`config.mk`:
```
export PLATFORM = sky130hd
export DESIGN_NAME = carrd_issue_ctrl
export DESIGN_NICKNAME = d
export VERILOG_FILES = /design/src/rtl/carrd_issue_ctrl_pkg.sv /design/src/rtl/carrd_issue_fifo.sv /design/src/rtl/carrd_issue_ctrl.sv
export SDC_FILE = /design/constraint.sdc
export NUM_CORES = 1
export LEC_CHECK = 0
export ABC_AREA = 1
export CAP_MARGIN = 40
export CORE_MARGIN = 5
export CORE_UTILIZATION = 35
export DETAILED_ROUTE_END_ITERATION = 16
export RECOVER_POWER = 100
export SYNTH_ARGS = -nofsm -noshare
export SYNTH_HDL_FRONTEND = slang
export SYNTH_SLANG_ARGS = --single-unit
```
`constraint.sdc`:
```
create_clock -name clk -period 6.3 [get_ports clk]
set_clock_uncertainty 0.15 [all_clocks]
set_input_delay 0.63 -clock clk [delete_from_list [all_inputs] [get_ports clk]]
set_output_delay 0.63 -clock clk [all_outputs]
set_load 0.005 [all_outputs]
```
`src/rtl/carrd_issue_ctrl_pkg.sv`:
```
// ---------------------------------------------------------------------------
// carrd_issue_ctrl_pkg
// Shared types and helpers for the vector issue controller.
//   fu_idx_e      : functional-unit index (lanes, reduction, slide, load/store)
//   issue_entry_t : one pre-decoded vector instruction as held in the issue FIFO
//   grp_mask      : register-group bitmask for a base vreg and a group span
// ---------------------------------------------------------------------------
package carrd_issue_ctrl_pkg;

    localparam int INSTR_W   = 32;
    localparam int FU_IDX_W  = 2;
    localparam int REG_IDX_W = 5;
    localparam int MASK_W    = 32;

    typedef enum logic [FU_IDX_W-1:0] {
        FU_LANES = 2'd0,
        FU_RED   = 2'd1,
        FU_SLDU  = 2'd2,
        FU_LSU   = 2'd3
    } fu_idx_e;

    typedef struct packed {
        logic [INSTR_W-1:0]   instr;
        logic [FU_IDX_W-1:0]  fu;
        logic                 drain;
        logic [REG_IDX_W-1:0] vd;
        logic [REG_IDX_W-1:0] vs1;
        logic [REG_IDX_W-1:0] vs2;
        logic                 use_vs1;
        logic                 use_vs2;
        logic                 wr_vd;
        logic [2:0]           nregs;
    } issue_entry_t;

    // Bits base..base+n-1 of the vreg file. Any span other than 2 or 4 counts
    // as a single register. The left shift drops bits past the top vreg, so a
    // group near the end is truncated rather than wrapped to v0.
    function automatic logic [MASK_W-1:0] grp_mask(input logic [REG_IDX_W-1:0] base,
                                                   input logic [2:0]           n);
        logic [MASK_W-1:0] span;
        case (n)
            3'd2:    span = MASK_W'(32'h3);
            3'd4:    span = MASK_W'(32'hF);
            default: span = MASK_W'(32'h1);
        endcase
        return span << base;
    endfunction

endpackage

```
`src/rtl/carrd_issue_fifo.sv`:
```
// ---------------------------------------------------------------------------
// carrd_issue_fifo
// Synchronous FIFO of issue entries with occupancy count.
//   clk, rst  : clock and synchronous active-high reset
//   i_push    : write i_entry (ignored while full)
//   i_pop     : drop the head entry (ignored while empty)
//   o_head    : current head entry, valid when !o_empty
//   o_count   : number of stored entries (0..DEPTH)
//   o_full    : count == DEPTH
//   o_empty   : count == 0
// ---------------------------------------------------------------------------
module carrd_issue_fifo
    import carrd_issue_ctrl_pkg::*;
#(
    parameter  int DEPTH = 4,
    localparam int PTR_W = $clog2(DEPTH),
    localparam int CNT_W = PTR_W + 1
) (
    input  logic             clk,
    input  logic             rst,
    input  logic             i_push,
    input  issue_entry_t     i_entry,
    input  logic             i_pop,
    output issue_entry_t     o_head,
    output logic [CNT_W-1:0] o_count,
    output logic             o_full,
    output logic             o_empty
);

    issue_entry_t     r_mem [DEPTH];
    logic [PTR_W-1:0] r_wrPtr;
    logic [PTR_W-1:0] r_rdPtr;
    logic [CNT_W-1:0] r_count;
    logic             w_doPush;
    logic             w_doPop;

    assign o_full   = (r_count == CNT_W'(DEPTH));
    assign o_empty  = (r_count == '0);
    assign w_doPush = i_push && !o_full;
    assign w_doPop  = i_pop && !o_empty;
    assign o_head   = r_mem[r_rdPtr];
    assign o_count  = r_count;

    // Pointers are power-of-two wide so they wrap on their own. The count
    // only moves when exactly one of push/pop happens; storage needs no reset
    // because nothing reads it while the count says empty.
    always_ff @(posedge clk) begin
        if (rst) begin
            r_wrPtr <= '0;
            r_rdPtr <= '0;
            r_count <= '0;
        end else begin
            if (w_doPush) begin
                r_mem[r_wrPtr] <= i_entry;
                r_wrPtr        <= r_wrPtr + 1'b1;
            end
            if (w_doPop) begin
                r_rdPtr <= r_rdPtr + 1'b1;
            end
            case ({w_doPush, w_doPop})
                2'b10:   r_count <= r_count + 1'b1;
                2'b01:   r_count <= r_count - 1'b1;
                default: r_count <= r_count;
            endcase
        end
    end

endmodule

```
`src/rtl/carrd_issue_ctrl.sv`:
```
// ---------------------------------------------------------------------------
// carrd_issue_ctrl
// In-order issue controller between the scalar core's instruction port and
// the vector functional units. Queues pre-decoded instructions, tracks which
// FU is busy and which vregs have a pending write, and issues the head entry
// once its FU is idle and it has no RAW/WAW hazard. Drain (vconfig/fence)
// entries wait for everything to go idle and then pulse iss_drain.
//   clk, rst                      : clock, synchronous active-high reset
//   enq_valid/enq_ready           : enqueue handshake
//   enq_instr..enq_nregs          : pre-decoded instruction fields
//   fu_done                       : per-FU one-cycle completion pulses
//   iss_valid/iss_instr           : one-hot issue pulse with instruction word
//   iss_drain                     : pulse when a drain entry retires
//   sb_busy                       : vregs with a write in flight
//   q_count                       : FIFO occupancy
//   idle                          : nothing queued, nothing in flight
//   err_spurious                  : sticky, fu_done seen for an idle FU
// ---------------------------------------------------------------------------
module carrd_issue_ctrl
    import carrd_issue_ctrl_pkg::*;
#(
    parameter  int NUM_FU      = 4,
    parameter  int QUEUE_DEPTH = 4,
    parameter  int NUM_VREGS   = 32,
    localparam int FU_W        = $clog2(NUM_FU),
    localparam int CNT_W       = $clog2(QUEUE_DEPTH) + 1
) (
    input  logic                 clk,
    input  logic                 rst,
    input  logic                 enq_valid,
    output logic                 enq_ready,
    input  logic [31:0]          enq_instr,
    input  logic [FU_W-1:0]      enq_fu,
    input  logic                 enq_drain,
    input  logic [4:0]           enq_vd,
    input  logic [4:0]           enq_vs1,
    input  logic [4:0]           enq_vs2,
    input  logic                 enq_use_vs1,
    input  logic                 enq_use_vs2,
    input  logic                 enq_wr_vd,
    input  logic [2:0]           enq_nregs,
    input  logic [NUM_FU-1:0]    fu_done,
    output logic [NUM_FU-1:0]    iss_valid,
    output logic [31:0]          iss_instr,
    output logic                 iss_drain,
    output logic [NUM_VREGS-1:0] sb_busy,
    output logic [CNT_W-1:0]     q_count,
    output logic                 idle,
    output logic                 err_spurious
);

    issue_entry_t         w_enqEntry;
    issue_entry_t         w_head;
    logic                 w_full;
    logic                 w_empty;
    logic [CNT_W-1:0]     w_count;
    logic                 w_pop;
    logic                 w_canIssue;

    logic [NUM_VREGS-1:0] w_vdGrp;
    logic [NUM_VREGS-1:0] w_vs1Grp;
    logic [NUM_VREGS-1:0] w_vs2Grp;
    logic [NUM_VREGS-1:0] w_vdMask;
    logic [NUM_FU-1:0]    w_issOneHot;
    logic [NUM_FU-1:0]    w_retire;
    logic                 w_spurious;
    logic [NUM_VREGS-1:0] w_clearMask;
    logic [NUM_FU-1:0]    w_fuBusyNext;
    logic [NUM_VREGS-1:0] w_sbBusyNext;

    logic [NUM_FU-1:0]    r_fuBusy;
    logic [NUM_VREGS-1:0] r_vdMask [NUM_FU];
    logic [NUM_VREGS-1:0] r_sbBusy;
    logic [NUM_FU-1:0]    r_issValid;
    logic [INSTR_W-1:0]   r_issInstr;
    logic                 r_issDrain;
    logic                 r_errSpurious;

    assign w_enqEntry = '{
        instr:   enq_instr,
        fu:      FU_IDX_W'(enq_fu),
        drain:   enq_drain,
        vd:      enq_vd,
        vs1:     enq_vs1,
        vs2:     enq_vs2,
        use_vs1: enq_use_vs1,
        use_vs2: enq_use_vs2,
        wr_vd:   enq_wr_vd,
        nregs:   enq_nregs
    };

    carrd_issue_fifo #(
        .DEPTH (QUEUE_DEPTH)
    ) u_fifo (
        .clk     (clk),
        .rst     (rst),
        .i_push  (enq_valid),
        .i_entry (w_enqEntry),
        .i_pop   (w_pop),
        .o_head  (w_head),
        .o_count (w_count),
        .o_full  (w_full),
        .o_empty (w_empty)
    );

    assign w_vdGrp     = NUM_VREGS'(grp_mask(w_head.vd,  w_head.nregs));
    assign w_vs1Grp    = NUM_VREGS'(grp_mask(w_head.vs1, w_head.nregs));
    assign w_vs2Grp    = NUM_VREGS'(grp_mask(w_head.vs2, w_head.nregs));
    assign w_vdMask    = w_head.wr_vd ? w_vdGrp : '0;
    assign w_issOneHot = NUM_FU'(1) << w_head.fu;

    // Issue decision for the head entry. Only registered busy/scoreboard state
    // is consulted, so a done pulse frees resources one cycle later rather
    // than bypassing into this check.
    always_comb begin
        w_canIssue = 1'b0;
        if (w_head.drain) begin
            w_canIssue = (r_fuBusy == '0) && (r_sbBusy == '0);
        end else begin
            w_canIssue = !r_fuBusy[w_head.fu]
                      && !(w_head.use_vs1 && ((w_vs1Grp & r_sbBusy) != '0))
                      && !(w_head.use_vs2 && ((w_vs2Grp & r_sbBusy) != '0))
                      && !(w_head.wr_vd   && ((w_vdGrp  & r_sbBusy) != '0));
        end
    end

    assign w_pop      = !w_empty && w_canIssue;
    assign w_retire   = fu_done & r_fuBusy;
    assign w_spurious = |(fu_done & ~r_fuBusy);

    // Next busy and scoreboard state. Retirements clear first, then a new
    // issue sets, so a retire and an issue in the same cycle both land.
    always_comb begin
        w_clearMask = '0;
        for (int i = 0; i < NUM_FU; i++) begin
            if (w_retire[i]) begin
                w_clearMask = w_clearMask | r_vdMask[i];
            end
        end
        w_fuBusyNext = r_fuBusy & ~w_retire;
        w_sbBusyNext = r_sbBusy & ~w_clearMask;
        if (w_pop && !w_head.drain) begin
            w_fuBusyNext = w_fuBusyNext | w_issOneHot;
            w_sbBusyNext = w_sbBusyNext | w_vdMask;
        end
    end

    // All controller state. Issue outputs are single-cycle pulses; the
    // instruction word simply holds whatever was last issued.
    always_ff @(posedge clk) begin
        if (rst) begin
            r_fuBusy      <= '0;
            r_sbBusy      <= '0;
            r_issValid    <= '0;
            r_issInstr    <= '0;
            r_issDrain    <= 1'b0;
            r_errSpurious <= 1'b0;
            for (int i = 0; i < NUM_FU; i++) begin
                r_vdMask[i] <= '0;
            end
        end else begin
            r_issValid <= '0;
            r_issDrain <= 1'b0;
            r_fuBusy   <= w_fuBusyNext;
            r_sbBusy   <= w_sbBusyNext;
            if (w_spurious) begin
                r_errSpurious <= 1'b1;
            end
            for (int i = 0; i < NUM_FU; i++) begin
                if (w_retire[i]) begin
                    r_vdMask[i] <= '0;
                end
            end
            if (w_pop) begin
                r_issInstr <= w_head.instr;
                if (w_head.drain) begin
                    r_issDrain <= 1'b1;
                end else begin
                    r_issValid          <= w_issOneHot;
                    r_vdMask[w_head.fu] <= w_vdMask;
                end
            end
        end
    end

    assign enq_ready    = !w_full;
    assign iss_valid    = r_issValid;
    assign iss_instr    = r_issInstr;
    assign iss_drain    = r_issDrain;
    assign sb_busy      = r_sbBusy;
    assign q_count      = w_count;
    assign idle         = w_empty && (r_fuBusy == '0) && (r_sbBusy == '0);
    assign err_spurious = r_errSpurious;

endmodule

```
==> results of run 1 <==
[cell type report]
class	count	area, µm²	area share (%)
Inverter	104	392	1.71
Clock inverter	21	191	0.835
Antenna cell	4	10.0	0.0437
Timing Repair Buffer	182	1650	7.19
Clock buffer	67	1320	5.77
Multi-Input combinational cell	1219	6170	26.9
Sequential cell	435	12200	53.4
Tap cell	756	946	4.13
[synthesized netlist by cell type (6+ instances only)]
cell type	instances
buf_2	22
nor3_1	37
nor4_1	8
nor3_2	101
edfxtp_1	352
o21ai_1	15
o22ai_1	36
buf_4	6
nand4_1	75
nand2_1	316
inv_1	88
clkbuf_1	74
a32o_1	26
buf_1	9
a221oi_1	32
nor2_1	237
inv_2	14
nand3_1	122
nand3b_1	32
o21ai_0	93
dfxtp_1	83
buf_6	17
a21oi_1	56
[cell families (layout without fill, tap and decap cells)]
logic type / count (synthesis) / after routing / share of synthesized area [%]
adder cells (fa/ha/maj): 6 / 6 / 0.415
buffers and inverters: 232 / 374 / 5.28
XOR/XNOR: 1 / 1 / 0.0441
AO/OA/AOI/OAI: 271 / 271 / 8.87
AND/OR/NAND/NOR: 941 / 941 / 23.9
other: 0 / 4 / 0
flip-flops: 435 / 435 / 61.5
[state kept, by name, summed over array words and instances, names as in the netlist, 2 cells and up, named ones only]
signal	cells
u_fifo.r_rdPtr	2
r_vdMask	128
r_fuBusy	4
u_fifo.r_wrPtr	2
u_fifo.r_mem	224
u_fifo.o_count	3
iss_valid	4
sb_busy	32
iss_instr	32
[how the worst max path moves through the flow]
| stage | startpoint | endpoint | slack (ns) | depth (start not counted) |
|---|---|---|---|---|
| floorplan | register | r_vdMask[0][0] | 0.95 | 21 |
| global placement | register | u_fifo.o_count[2] | 1.55 | 27 |
| detailed placement | register | u_fifo.o_count[2] | 1.48 | 23 |
| CTS | register | u_fifo.o_count[2] | 1.50 | 23 |
| global route | register | r_vdMask[3][17] | 0.54 | 17 |
| finish | register | iss_instr[21] | 0.84 | 11 |
[metal layers]
metal / vias up / wire length (µm) / global-route usage [%]
met2: 592 / 28500 / 31.4
met3: 104 / 5090 / 4.59
met1: 7422 / 24600 / 25.1
met4: 16 / 1440 / 4.85
met5: - / 84 / 0
li1: 7003 / - / -
[power breakdown]
part	switching, mW	internal (mW)
registers	0.194	3.47
clock network	1.16	1.52
logic	2.45	0.880
[stage by stage]
stage	total power, mW	util [%]	worst slack (ns)	hold slack, ns	cells
after floorplan	6.00	-	0.947	0.316	1886
after global placement	7.16	38.9	1.55	0.321	2692
after detailed placement	7.21	39.0	1.48	0.328	2695
after CTS	9.91	41.7	1.50	0.341	2783
after global routing	10.2	40.6	0.538	0.359	2784
final	9.67	40.6	0.836	0.326	2788
[critical path, delay by kind of cell (launching register included)]
family,cells,cell delay [ns]
AOI/OAI and AO/OA,1,0.17
and+or+nand+nor,6,1.21
buffers and inverters,4,3.11
DFF,1,0.65
==> summary.txt, run 1 <==
Run status
  – Outcome: finished, violations left
  – Violated checks: max-capacitance violations, max-slew violations

Clock network
  – Clk_lat worst skew: 0.60 ns
  – Clock Tree Buf Depth: 3
  – CTS tree: yes
  – Setup bufs post-CTS: 0
  – Hold_buf cts: 0
  – PostCTS Resize Cnt: 0
  – Clock transition at path regs: 0.06 ns
  – H-tree Lvls: 2
  – Clock tree sinks: 435
  – TritonCTS buffer count: 47
  – Clk root buf: clkbuf_16

Yosys
  – Most used flip-flop cell after synthesis: edfxtp_1
  – Mapped Nets: 1955
  – Post-synth ARST share: 0%
  – Seq/Total Area, Yosys: 61.5%
  – Synth warnings: 0
  – Register bit total from synthesis: 435
  – Mean Syn Cell Area: 10.5 µm²
  – Leading cell types by total area after synthesis: edfxtp_1 (53%), dfxtp_1 (8.4%), nand2_1 (6.0%)
  – Cell area after synthesis: 19900 µm²
  – Synth top area share: 53.2%
  – Unique masters post-synth: 41
  – Number of synthesized flops with an enable pin: 352
  – Synth area leader: edfxtp_1
  – Synth Instances: 1886

Pwr
  – P per Cell Area: 422 nW/µm²
  – Pleak: 8.32 nW
  – Worst vdd ir: 0.298 mV

Route
  – Initial drt markers: 1441
  – First-pass iteration count of the detailed router: 5
  – Vias/cell: 5.43
  – Routed length per placed instance: 21.4 µm
  – DRT antenna net count: 0
  – Via count: 15.1k
  – Final wirelength: 59700 µm
  – Remaining routing DRC violations: 0

Hold path
  – Hold Crit Endpoint: iss_instr[28]
  – Hold_sp: iss_instr[28]
  – Hold WC Path Type: register to register
  – Hold Crit Depth: 2

Timing
  – Final setup viols: 0
  – TNS Setup: 0 ns
  – Actual slew at the worst max-slew pin: 3.63 ns
  – Pins Over Slew Limit: 253
  – Post-layout min period: 5.46 ns
  – Hold Violations, Final: 0
  – RSZ-0062 raised after global routing: no
  – Max-Slew Margin vs Limit: -142%
  – Fmax: 0.183 GHz
  – Post-route clock period utilization: 86.7%

Layout
  – Commonest non-fill, non-tap cell in the layout: edfxtp_1
  – Design area: 22900 µm²
  – Area Overhead vs Synth: 15.2%
  – Layout cell share with drive strength beyond 1: 7.30%
  – Nets: 2058
  – Most frequent cells in the layout: edfxtp_1 (352), nand2_1 (313), nor2_1 (234)
  – Layout fillers: 5579

GRT
  – GRT Total Usage: 18.9%
  – Total grt overflow: 0
  – First-pass GRT wire length: 90200 µm
  – Vias in the first global route: 14.9k
  – Pin count of the biggest net entering global routing: 71
  – Initial antenna violation count: 13

Critical path
  – R2R setup slack: 0.84 ns
  – Slowest stage delay, CP: 1.34 ns
  – Critical Path Sink Type: register
  – CP required: 6.65 ns
  – Reg2reg end: iss_instr[21]
  – Nature of the critical path startpoint: register
  – FF-to-FF path depth: 11
  – Slowest-stage cell, CP: clkbuf_2
  – Kind of critical path: register to register
  – Largest fanout on the critical path: 54
  – Cells along the critical path: inv_1 -> buf_4 -> nand2_1 -> a32o_1 -> clkbuf_2 -> nor2_1 -> nor2_4 -> clkbuf_2 -> nand3b_1 -> nand2_1 -> nor2_1
  – Arrival @ worst endpoint: 5.81 ns

Floorplanning
  – Die ar.: 61700 µm²
  – IO Pins: 138
  – Initial Util: 35.3%
  – Die height: 248 µm
  – Rows: 87
  – Core area: 56400 µm²
  – Die width: 248 µm

Placement
  – I/O Buffers: 137
  – Final HPWL from detailed placement: 37000 µm
  – Placed cell area: 22000 µm²
  – Routability cong.: 0.914

Run
  – MaxCap Viol Count: 6
Note: power is estimated with default switching activity, not from simulation.
==> run 2: changes to the inputs <==
Settings changed: CORE_ASPECT_RATIO set to 1.2, CTS_CLUSTER_SIZE set to 16.
==> run 2 against run 1 <==
- the run still ends with max-capacitance violations, max-slew violations left
- final area is essentially flat
- non-clock buffer count shrank 6
- core utilization grew 0.17 points
- clock power grew 2%
- largest cell class unchanged
==> summary.txt, run 2 (synthesis results as in run 1) <==
Floorplanning
  – Die width: 228 µm
  – Die height: 271 µm
  – Rows: 95
  – Die ar.: 61700 µm²
  – Initial Util: 35.4%
  – Core area: 56100 µm²
  – IO Pins: 138

Clock network
  – H-tree Lvls: 2
  – Clock tree sinks: 435
  – Clk_lat worst skew: 0.59 ns
  – CTS tree: yes
  – Setup bufs post-CTS: 0
  – Hold_buf cts: 0
  – PostCTS Resize Cnt: 0
  – Clock transition at path regs: 0.06 ns
  – Clock Tree Buf Depth: 3
  – Clk root buf: clkbuf_16
  – TritonCTS buffer count: 44

GRT
  – GRT Total Usage: 18.4%
  – Pin count of the biggest net entering global routing: 110
  – First-pass GRT wire length: 88800 µm
  – Vias in the first global route: 14.8k
  – Initial antenna violation count: 6
  – Total grt overflow: 0

Placement
  – DP Worst Slack: 1.28 ns
  – I/O Buffers: 137
  – Final HPWL from detailed placement: 36800 µm
  – Placed cell area: 21900 µm²
  – Routability cong.: 0.945
  – Placed insts: 2661

Route
  – First-pass iteration count of the detailed router: 7
  – Remaining routing DRC violations: 0
  – Vias/cell: 5.48
  – Via count: 15.0k
  – Final wirelength: 58800 µm
  – DRT antenna net count: 0
  – Initial drt markers: 1281
  – Routed length per placed instance: 21.4 µm

Layout
  – Largest Register: u_fifo.r_mem
  – Max reg flops: 224
  – Final Util: 40.8%
  – Nets: 2049
  – Design area: 22900 µm²
  – Biggest regs: u_fifo.r_mem: 224 flops, r_vdMask: 128 flops
  – Most frequent cells in the layout: edfxtp_1 (352), nand2_1 (313), nor2_1 (236)
  – Layout cell share with drive strength beyond 1: 6.80%
  – Layout fillers: 5449
  – Area Overhead vs Synth: 15.1%
  – Commonest non-fill, non-tap cell in the layout: edfxtp_1
  – Cell Count, Final, Fillers Out: 2745

Critical path
  – Kind of critical path: input pin to register
  – Nature of the critical path startpoint: input pin
  – Critical Path Sink Type: register
  – CP required: 6.24 ns
  – Arrival @ worst endpoint: 5.38 ns
  – Largest fanout on the critical path: 41

Timing
  – Fin Hold WS: 0.326 ns
  – Post-route clock period utilization: 86.3%
  – Hold Violations, Final: 0
  – Fmax: 0.184 GHz
  – TNS Setup: 0 ns
  – Pins Over Slew Limit: 238
  – RSZ-0062 raised after global routing: no
  – Post-layout min period: 5.44 ns
  – Max-Slew Margin vs Limit: -62.5%
  – Final worst slack: 0.863 ns
  – Actual slew at the worst max-slew pin: 2.44 ns
  – Final setup viols: 0

Run
  – MaxCap Viol Count: 7

Pwr
  – Pleak: 8.34 nW
  – P per Cell Area: 424 nW/µm²
  – Worst vdd ir: 0.383 mV
  – Power, Total: 9.72 mW

Hold path
  – Hold WC Path Type: register to register

Run status
  – Outcome: finished, violations left
  – Violated checks: max-capacitance violations, max-slew violations
[run 2: final cells by class]
class                      instances  area, µm²  area share (%)
antenna                            3       7.51          0.0328
clock inverter                    17        275            1.20
multi-input combinational       1219       6150            26.9
tap                              727        910            3.97
inverter                         104        392            1.71
clock buffer                      64       1260            5.49
timing repair buffer             176       1660            7.27
sequential                       435      12200            53.4
[run 2: worst paths after layout]
kind / start / endpoint / slack [ns] / cells after the start
worst min register to register: iss_instr[4] / iss_instr[4] / 0.33 / 2
worst min-delay path: iss_instr[4] / iss_instr[4] / 0.33 / 2
worst max register to register: register / r_vdMask[2][15] / 0.93 / 20
worst max-delay path: rst / u_fifo.r_mem[0][13] / 0.86 / 6
[run 2: layer usage]
layer	vias up	global-route usage, %	share of wire (%)	wire [µm]
li1	6952	-	-	-
met1	7381	23.8	41	24300
met2	547	30.2	48	28200
met3	160	3.20	6.3	3690
met4	4	8.12	4.3	2550
met5	-	0	0.036	21
[run 2: power breakdown]
group	switching (mW)	leakage, nW	internal (mW)	total [mW]
clock network	1.13	0.733	1.61	2.73
registers	0.196	4.04	3.47	3.66
logic	2.41	3.57	0.912	3.32
total	3.73	8.34	5.98	9.72
[run 2: worst max-delay path: stages]
cell and delay (ns):
buf_2 0.08, clkbuf_1 1.73, clkinv_1 1.05, nand3_1 0.51
nor2_1 0.53, clkbuf_2 0.79
